## src/rtl/stg_game_ctrl.sv

```systemverilog
// STG game-flow controller: sequences title/ready/play/hit/bomb/pause/game-over
// phases, keeps life and bomb counts, and drives registered playfield enables.
module stg_game_ctrl #(
  parameter int LIFE_W     = 4,
  parameter int BOMB_W     = 4,
  parameter int INIT_LIFE  = 3,
  parameter int INIT_BOMB  = 3,
  parameter int MAX_LIFE   = 9,
  parameter int MAX_BOMB   = 9,
  parameter int TMR_W      = 32,
  parameter int START_CYC  = 50000000,
  parameter int INVULN_CYC = 20000000,
  parameter int BOMB_CYC   = 10000000
) (
  input  logic              clk,
  input  logic              hard_reset_n,
  input  logic              enter,
  input  logic              shift,
  input  logic              pause,
  input  logic              collision,
  input  logic              life_up,
  input  logic              bomb_up,
  output logic [LIFE_W-1:0] num_life,
  output logic [BOMB_W-1:0] num_bomb,
  output logic [3:0]        game_state,
  output logic              game_en,
  output logic              game_reset,
  output logic              invuln,
  output logic              bomb_active
);

  typedef enum logic [3:0] {
    IDLE     = 4'b0000,
    START    = 4'b0001,
    PLAY     = 4'b0010,
    PAUSE    = 4'b0011,
    BOMB     = 4'b0110,
    GAMEOVER = 4'b1001,
    HIT      = 4'b1010
  } state_e;

  localparam logic [LIFE_W-1:0] LIFE_INIT   = LIFE_W'(INIT_LIFE);
  localparam logic [LIFE_W-1:0] LIFE_MAX    = LIFE_W'(MAX_LIFE);
  localparam logic [LIFE_W-1:0] LIFE_ONE    = LIFE_W'(1);
  localparam logic [BOMB_W-1:0] BOMB_INIT   = BOMB_W'(INIT_BOMB);
  localparam logic [BOMB_W-1:0] BOMB_MAX    = BOMB_W'(MAX_BOMB);
  localparam logic [BOMB_W-1:0] BOMB_ONE    = BOMB_W'(1);
  localparam logic [TMR_W-1:0]  START_LOAD  = TMR_W'(START_CYC - 1);
  localparam logic [TMR_W-1:0]  INVULN_LOAD = TMR_W'(INVULN_CYC - 1);
  localparam logic [TMR_W-1:0]  BOMB_LOAD   = TMR_W'(BOMB_CYC - 1);
  localparam logic [TMR_W-1:0]  TMR_ONE     = TMR_W'(1);

  state_e            state_q, state_d;
  state_e            ret_q, ret_d;
  logic [LIFE_W-1:0] life_q, life_d;
  logic [BOMB_W-1:0] bomb_q, bomb_d;
  logic [TMR_W-1:0]  timer_q, timer_d;
  logic              enter_prev_q, shift_prev_q, pause_prev_q;
  logic              game_en_q, game_en_d;
  logic              game_reset_q, game_reset_d;
  logic              invuln_q, invuln_d;
  logic              bomb_active_q, bomb_active_d;

  logic              enter_pe, shift_pe, pause_pe;
  logic [LIFE_W-1:0] life_sat_inc;
  logic [BOMB_W-1:0] bomb_sat_inc;

  assign enter_pe     = enter & ~enter_prev_q;
  assign shift_pe     = shift & ~shift_prev_q;
  assign pause_pe     = pause & ~pause_prev_q;
  assign life_sat_inc = (life_q >= LIFE_MAX) ? life_q : life_q + LIFE_ONE;
  assign bomb_sat_inc = (bomb_q >= BOMB_MAX) ? bomb_q : bomb_q + BOMB_ONE;

  always_ff @(posedge clk or negedge hard_reset_n) begin
    if (!hard_reset_n) begin
      state_q       <= IDLE;
      ret_q         <= PLAY;
      life_q        <= LIFE_INIT;
      bomb_q        <= BOMB_INIT;
      timer_q       <= '0;
      enter_prev_q  <= 1'b0;
      shift_prev_q  <= 1'b0;
      pause_prev_q  <= 1'b0;
      game_en_q     <= 1'b0;
      game_reset_q  <= 1'b0;
      invuln_q      <= 1'b0;
      bomb_active_q <= 1'b0;
    end else begin
      state_q       <= state_d;
      ret_q         <= ret_d;
      life_q        <= life_d;
      bomb_q        <= bomb_d;
      timer_q       <= timer_d;
      enter_prev_q  <= enter;
      shift_prev_q  <= shift;
      pause_prev_q  <= pause;
      game_en_q     <= game_en_d;
      game_reset_q  <= game_reset_d;
      invuln_q      <= invuln_d;
      bomb_active_q <= bomb_active_d;
    end
  end

  // Timer expiry beats a same-cycle pause so the phase ends cleanly in PLAY.
  always_comb begin
    state_d      = state_q;
    ret_d        = ret_q;
    life_d       = life_q;
    bomb_d       = bomb_q;
    timer_d      = timer_q;
    game_reset_d = 1'b0;

    case (state_q)
      IDLE: begin
        if (enter_pe) begin
          state_d      = START;
          life_d       = LIFE_INIT;
          bomb_d       = BOMB_INIT;
          timer_d      = START_LOAD;
          game_reset_d = 1'b1;
        end
      end
      START: begin
        if (timer_q == '0) state_d = PLAY;
        else               timer_d = timer_q - TMR_ONE;
      end
      PLAY: begin
        if (collision) begin
          if (life_q <= LIFE_ONE) begin
            life_d  = '0;
            state_d = GAMEOVER;
          end else begin
            life_d  = life_q - LIFE_ONE;
            state_d = HIT;
            timer_d = INVULN_LOAD;
          end
          if (bomb_up) bomb_d = bomb_sat_inc;
        end else begin
          if (life_up) life_d = life_sat_inc;
          if (shift_pe && (bomb_q != '0)) begin
            state_d = BOMB;
            timer_d = BOMB_LOAD;
            if (!bomb_up) bomb_d = bomb_q - BOMB_ONE;
          end else begin
            if (bomb_up) bomb_d = bomb_sat_inc;
            if (pause_pe) begin
              state_d = PAUSE;
              ret_d   = PLAY;
            end
          end
        end
      end
      HIT, BOMB: begin
        if (life_up) life_d = life_sat_inc;
        if (bomb_up) bomb_d = bomb_sat_inc;
        if (timer_q == '0) begin
          state_d = PLAY;
        end else if (pause_pe) begin
          state_d = PAUSE;
          ret_d   = state_q;
        end else begin
          timer_d = timer_q - TMR_ONE;
        end
      end
      PAUSE: begin
        if (pause_pe) state_d = ret_q;
      end
      GAMEOVER: begin
        life_d = '0;
        if (enter_pe) state_d = IDLE;
      end
      default: state_d = IDLE;
    endcase

    game_en_d     = (state_d == PLAY) || (state_d == HIT) || (state_d == BOMB);
    invuln_d      = (state_d == HIT) || (state_d == BOMB) ||
                    ((state_d == PAUSE) && ((ret_d == HIT) || (ret_d == BOMB)));
    bomb_active_d = (state_d == BOMB) || ((state_d == PAUSE) && (ret_d == BOMB));
  end

  assign num_life    = life_q;
  assign num_bomb    = bomb_q;
  assign game_state  = state_q;
  assign game_en     = game_en_q;
  assign game_reset  = game_reset_q;
  assign invuln      = invuln_q;
  assign bomb_active = bomb_active_q;

endmodule
```

## config.mk

```make
export PLATFORM = sky130hd
export DESIGN_NAME = stg_game_ctrl
export DESIGN_NICKNAME = d
export VERILOG_FILES = /design/src/rtl/stg_game_ctrl.sv
export SDC_FILE = /design/constraint.sdc
export NUM_CORES = 1
export LEC_CHECK = 0
export CAP_MARGIN = 20
export CORE_MARGIN = 3
export CORE_UTILIZATION = 56
export CTS_BUF_LIST = sky130_fd_sc_hd__clkbuf_8
export DETAILED_ROUTE_END_ITERATION = 8
export PLACE_DENSITY = 0.91
export SLEW_MARGIN = 20
export SYNTH_ARGS = -nofsm -noshare
export SYNTH_HDL_FRONTEND = slang
export SYNTH_SLANG_ARGS = --single-unit
```

## constraint.sdc

```tcl
create_clock -name clk -period 2.2 [get_ports clk]
set_input_delay 0.22 -clock clk [delete_from_list [all_inputs] [get_ports clk]]
set_output_delay 0.22 -clock clk [all_outputs]
set_load 0.02 [all_outputs]
```

==> summary.txt, run 1 <==
Logic synthesis
  – Cell Area, Synth: 3660 µm²
  – Post-Synthesis Cells: 431
  – Syn_nets: ~450
  – Distinct cell type count after synthesis: 67
  – Yosys warns: 0
  – Yosys reg bits: 55
  – Register area share after synthesis: 0.377
  – Synth top area share: 0.342
  – Area contributors post-synth: dfrtp_1 34%, nor2_1 4.8%, a21oi_1 4.6%
  – Synth async-reset ratio: 1.00
  – Number of synthesized flops with an enable pin: 0
  – Synth area leader: dfrtp_1
  – Synth Flop Type: dfrtp_1
  – Post-Synthesis Mean Instance Area: ~8.5 µm²

Clocking
  – Htree depth: 2
  – Clock root buffer: clkbuf_8
  – TritonCTS Buffers: 5
  – Longest Clk Path Bufs: 2
  – Num Clock Sinks: between 50 and 60

Die
  – Die Y: ~87 µm
  – Initial Utilization: 0.598
  – Row count: 28
  – IO Pins: 24
  – Die span in x: around 87 µm

Global routing
  – Grt total ovfl: between 100 and 150
  – Total GRT Usage: 0.772
  – Pin count of the biggest net entering global routing: 21

Timing
  – Worst endpoint type: register input
  – Post-GRT worst EP: invuln$_DFF_PN0_/D

Placement
  – Post-DP HPWL: 9460 µm
  – Port Buf Inserts: 23
  – Placer congestion estimate: roughly 1.0

Run status
  – Log Error: [ERROR GRT-0232] Routing congestion too high. Check the congestion heatmap in the GUI.
  – Outcome: stopped before the end
  – Stage reached: global routing (5_1_grt)
==> cell families after synthesis <==
group / synth area share
AND/OR/NAND/NOR: 0.301
AO/OA/AOI/OAI: 0.229
flip-flops: 0.377
buffers and inverters: 0.0338
XOR/XNOR: 0.0263
adder cells (fa/ha/maj): 0.0273
multiplexers: 0.00581
==> routing by layer <==
layer / global-route usage / overflow
met1: 0.775 / 0
met2: 0.960 / 73
met3: 0.569 / 2
met4: 0.833 / 36
met5: 0.0490 / 0
==> through the flow <==
step,TNS [ns],area [µm²],cells,worst slack (ns)
floorplan,-1.61,3880,431,-0.216
global placement,-4.67,4980,630,-0.246
detailed placement,-9.33,4980,630,-0.371
CTS,-8.05,5520,652,-0.381
==> synthesized netlist by cell type, types with 9 or more instances <==
master,instances
dfrtp_1,50
nor2_1,47
nand2_1,41
a21oi_1,34
o21ai_0,31
nor3_1,19
a31oi_1,17
inv_1,17
nor4_1,11
xnor2_1,10
o22a_1,9
==> timing repair <==
item,in CTS
hold buffers,1
cloned,2
pin swaps,37
setup endpoints to repair,44
gates resized for setup,63
setup buffers,12
endpoints found under the hold margin,17
==> inputs of run 2 (changes only) <==
CORE_UTILIZATION = 40   (was 56)
CTS_BUF_LIST = unset   (was sky130_fd_sc_hd__clkbuf_8)
PLACE_DENSITY = unset   (was 0.91)
PLACE_DENSITY_LB_ADDON = 0.15   (was unset)
clock period = 2.86 ns   (was 2.2 ns; I/O delays follow)
==> run 2 against run 1 <==
The flow now finishes, with violations (negative hold slack). Synthesized cell count stayed put. Area after synthesis stayed put.
==> summary.txt, run 2 <==
Logic synthesis
  – Register area share after synthesis: 0.377 (unchanged)
  – Post-synth top cells: 50 x dfrtp_1, 47 x nor2_1, 41 x nand2_1
  – Synth top area share: 0.342 (unchanged)
  – Distinct cell type count after synthesis: 67 (unchanged)
  – Yosys reg bits: 55 (unchanged)
  – Syn_nets: 447 (unchanged)
  – Area contributors post-synth: dfrtp_1 34%, nor2_1 4.8%, a21oi_1 4.6%
  – Cell Area, Synth: 3660 µm² (unchanged)
  – Most frequent cell after synthesis: dfrtp_1
  – Synth Flop Type: dfrtp_1
  – Number of synthesized flops with an enable pin: 0 (unchanged)
  – Synth async-reset ratio: 1.00 (unchanged)
  – Post-Synthesis Mean Instance Area: 8.50 µm² (unchanged)
  – Post-Synthesis Cells: 431 (unchanged)
  – Synth area leader: dfrtp_1
  – Yosys warns: 0 (unchanged)

Cells and area
  – Synth-to-Final Area Change: 16.9%
  – Multi-input gate area: 2170 µm²
  – Commonest cells after routing, fill and taps aside: 50 x dfrtp_1, 46 x nor2_1, 41 x nand2_1, 34 x a21oi_1, 31 x o21ai_0
  – Reg area: about 1400 µm²
  – NumNets Final: 492
  – Top reg by flops: timer_q
  – Layout cells sized above 1: 0.147
  – ANT cells: 0
  – Max reg flops: 32
  – Most common cell after layout, fill and taps aside: dfrtp_1
  – Fillers: between 800 and 900

Global routing
  – Initial antenna violation count: 0
  – Grt total ovfl: 0
  – Vias in the first global route: 3481
  – Total GRT Usage: 0.205
  – First-pass GRT wire length: 16900 µm
  – Pin count of the biggest net entering global routing: 27

Die
  – Die Y: 102 µm (+17%)
  – Die area: around 10000 µm²
  – Core ar.: a little under 9000 µm²
  – IO Pins: 24 (unchanged)
  – Initial Utilization: 0.416 (-0.182)
  – Row count: 34 (+21%)
  – Die span in x: 102 µm (+17%)

Clocking
  – Htree depth: 2 (unchanged)
  – Longest Clk Path Bufs: 2 (unchanged)
  – Num Clock Sinks: 55 (unchanged)
  – CTS tree: done
  – CTS clk-pin slew, worst paths: ~0.10 ns
  – Clock root buffer: clkbuf_8
  – TritonCTS Buffers: 5 (unchanged)
  – Worst skew pair latency: 0.32 ns
  – CTS hold repair buffers: 0 (-1)

Run status
  – Failing checks: negative hold slack
  – Outcome: finished with violations

Timing
  – Final Cycle Share: 0.962
  – Worst-margin pin slew: 0.647 ns
  – Max-slew violations: 0
  – Setup TNS: 0 ns
  – Clock period minus worst slack: around 2.8 ns
  – RSZ-0062 raised after global routing: false
  – Final Hold Vio Count: 24
  – Fin Clk Skew: 0.0108 ns
  – FMAX: between 0.3 and 0.4 GHz
  – Hold Slack: -0.0214 ns
  – Slew margin rel.: 0.568
  – Final setup fails: 0

Setup path
  – Reg2Reg Depth: 9
  – R2r startpoint: num_bomb[1]
  – R2r endpoint: invuln
  – WS Path Type: flip-flop to flip-flop
  – Startpoint class of the critical path: flip-flop
  – FF-to-FF setup slack: approximately 0.11 ns
  – CP Data Required Time: between 3 and 4 ns
  – CP Capture Type: flip-flop
  – Crit path max fanout: 7
  – Worst EP arrival: roughly 3 ns

Placement
  – Port Buf Inserts: 23 (unchanged)
  – Post-DP HPWL: 7440 µm (-21%)
  – Placer congestion estimate: 0.974 (-3.0%)

Detailed routing
  – Routed wire length: between 10000 and 15000 µm
  – Pre-Repair DR Iteration Count: 5
  – Vias per std cell: 5.88
  – Initial DRC count: approximately 230
  – Remaining DRCs: 0
  – DR WL/cell: around 17 µm
  – Post-route ant nets: 0
  – DR vias: approximately 3400

Power
  – Leak: 0.00170 µW
  – Max rail drop VDD: ~0.00036 V
  – PwrDens: ~710 nW/µm²
  – Total power: slightly above 3000 µW

Job
  – Max Cap Viol: 0

Hold path
  – Worst hold path class: input pin to asynchronous set/reset pin
## run 2: logic make-up after synthesis
group,after synthesis,share of synthesized area
buffers and inverters,31,0.0338
muxes,2,0.00581
adders and majority gates,8,0.0273
xor gates and xnor gates,11,0.0263
AOI/OAI and AO/OA,129,0.229
and+or+nand+nor,195,0.301
DFF,55,0.377
## run 2: routing by layer
| layer | vias to the layer above | GRT usage | part of all wire |
|---|---|---|---|
| met5 | - | 0 | 0 |
| met4 | 0 | 0.0654 | 0.016 |
| met3 | 13 | 0.0337 | 0.034 |
| met2 | 70 | 0.350 | 0.50 |
| met1 | 1677 | 0.264 | 0.45 |
| li1 | 1681 | - | - |
## run 2: what timing repair did
action	in CTS	in global routing
endpoints found under the setup margin	0	9
buffers inserted	0	1
resized for setup	0	2
## run 2: worst max-delay path by stage
stage,start,endpoint,slack [ns],depth (start not counted)
5_1_grt,num_bomb[1],timer_q[28],0.006,9
3_5_place_dp,collision,timer_q[25],0.10,9
3_3_place_gp,collision,timer_q[15],0.18,9
2_1_floorplan,num_bomb[0],timer_q[28],0.37,9
6_report,num_bomb[1],invuln,0.11,9
4_1_cts,num_bomb[0],timer_q[14],0.13,9
## run 2: layout make-up
| class | count | area share |
|---|---|---|
| clock buffers | 7 | 0.0178 |
| well taps | 108 | 0.0316 |
| repair buffers | 51 | 0.105 |
| inverters | 18 | 0.0158 |
| clock inverters | 1 | 0.00175 |
| flip-flops and latches | 55 | 0.323 |
| multi-input cells | 345 | 0.506 |
## run 2: power breakdown
| part | internal (µW) | switching (µW) |
|---|---|---|
| sequential | 945 | 214 |
| combinational | 581 | 861 |
| clock | 175 | 274 |
## run 2: critical path: stages (launching register included)
cell and delay [ns]:
dfstp_2 0.42, inv_1 0.08, ha_1 0.18, or3b_4 0.40, a31o_1 0.28, a211o_1 0.34
or2_1 0.25, a222oi_1 0.44, o211a_1 0.20, o21a_1 0.12
## run 2: through the flow
stage | hold WS [ns] | std cells | instance area [µm²] | util | setup slack, ns
2_1_floorplan | -0.00959 | 431 | 3660 | - | 0.365
3_3_place_gp | 0.349 | 576 | 4180 | 0.475 | 0.181
3_5_place_dp | 0.351 | 576 | 4180 | 0.475 | 0.105
4_1_cts | 0.00352 | 584 | 4270 | 0.485 | 0.125
5_1_grt | 0.00972 | 585 | 4280 | 0.486 | 0.00588
6_report | -0.0214 | 585 | 4280 | 0.486 | 0.109
Note: power is estimated with default switching activity, not from simulation.
==> inputs of run 3 (changes only) <==
SKIP_CTS_REPAIR_TIMING = 1   (was unset)
TNS_END_PERCENT = 50   (was unset)
==> results of run 3 <==
No change in the layout: final DEF, timing and power equal those of run 2.
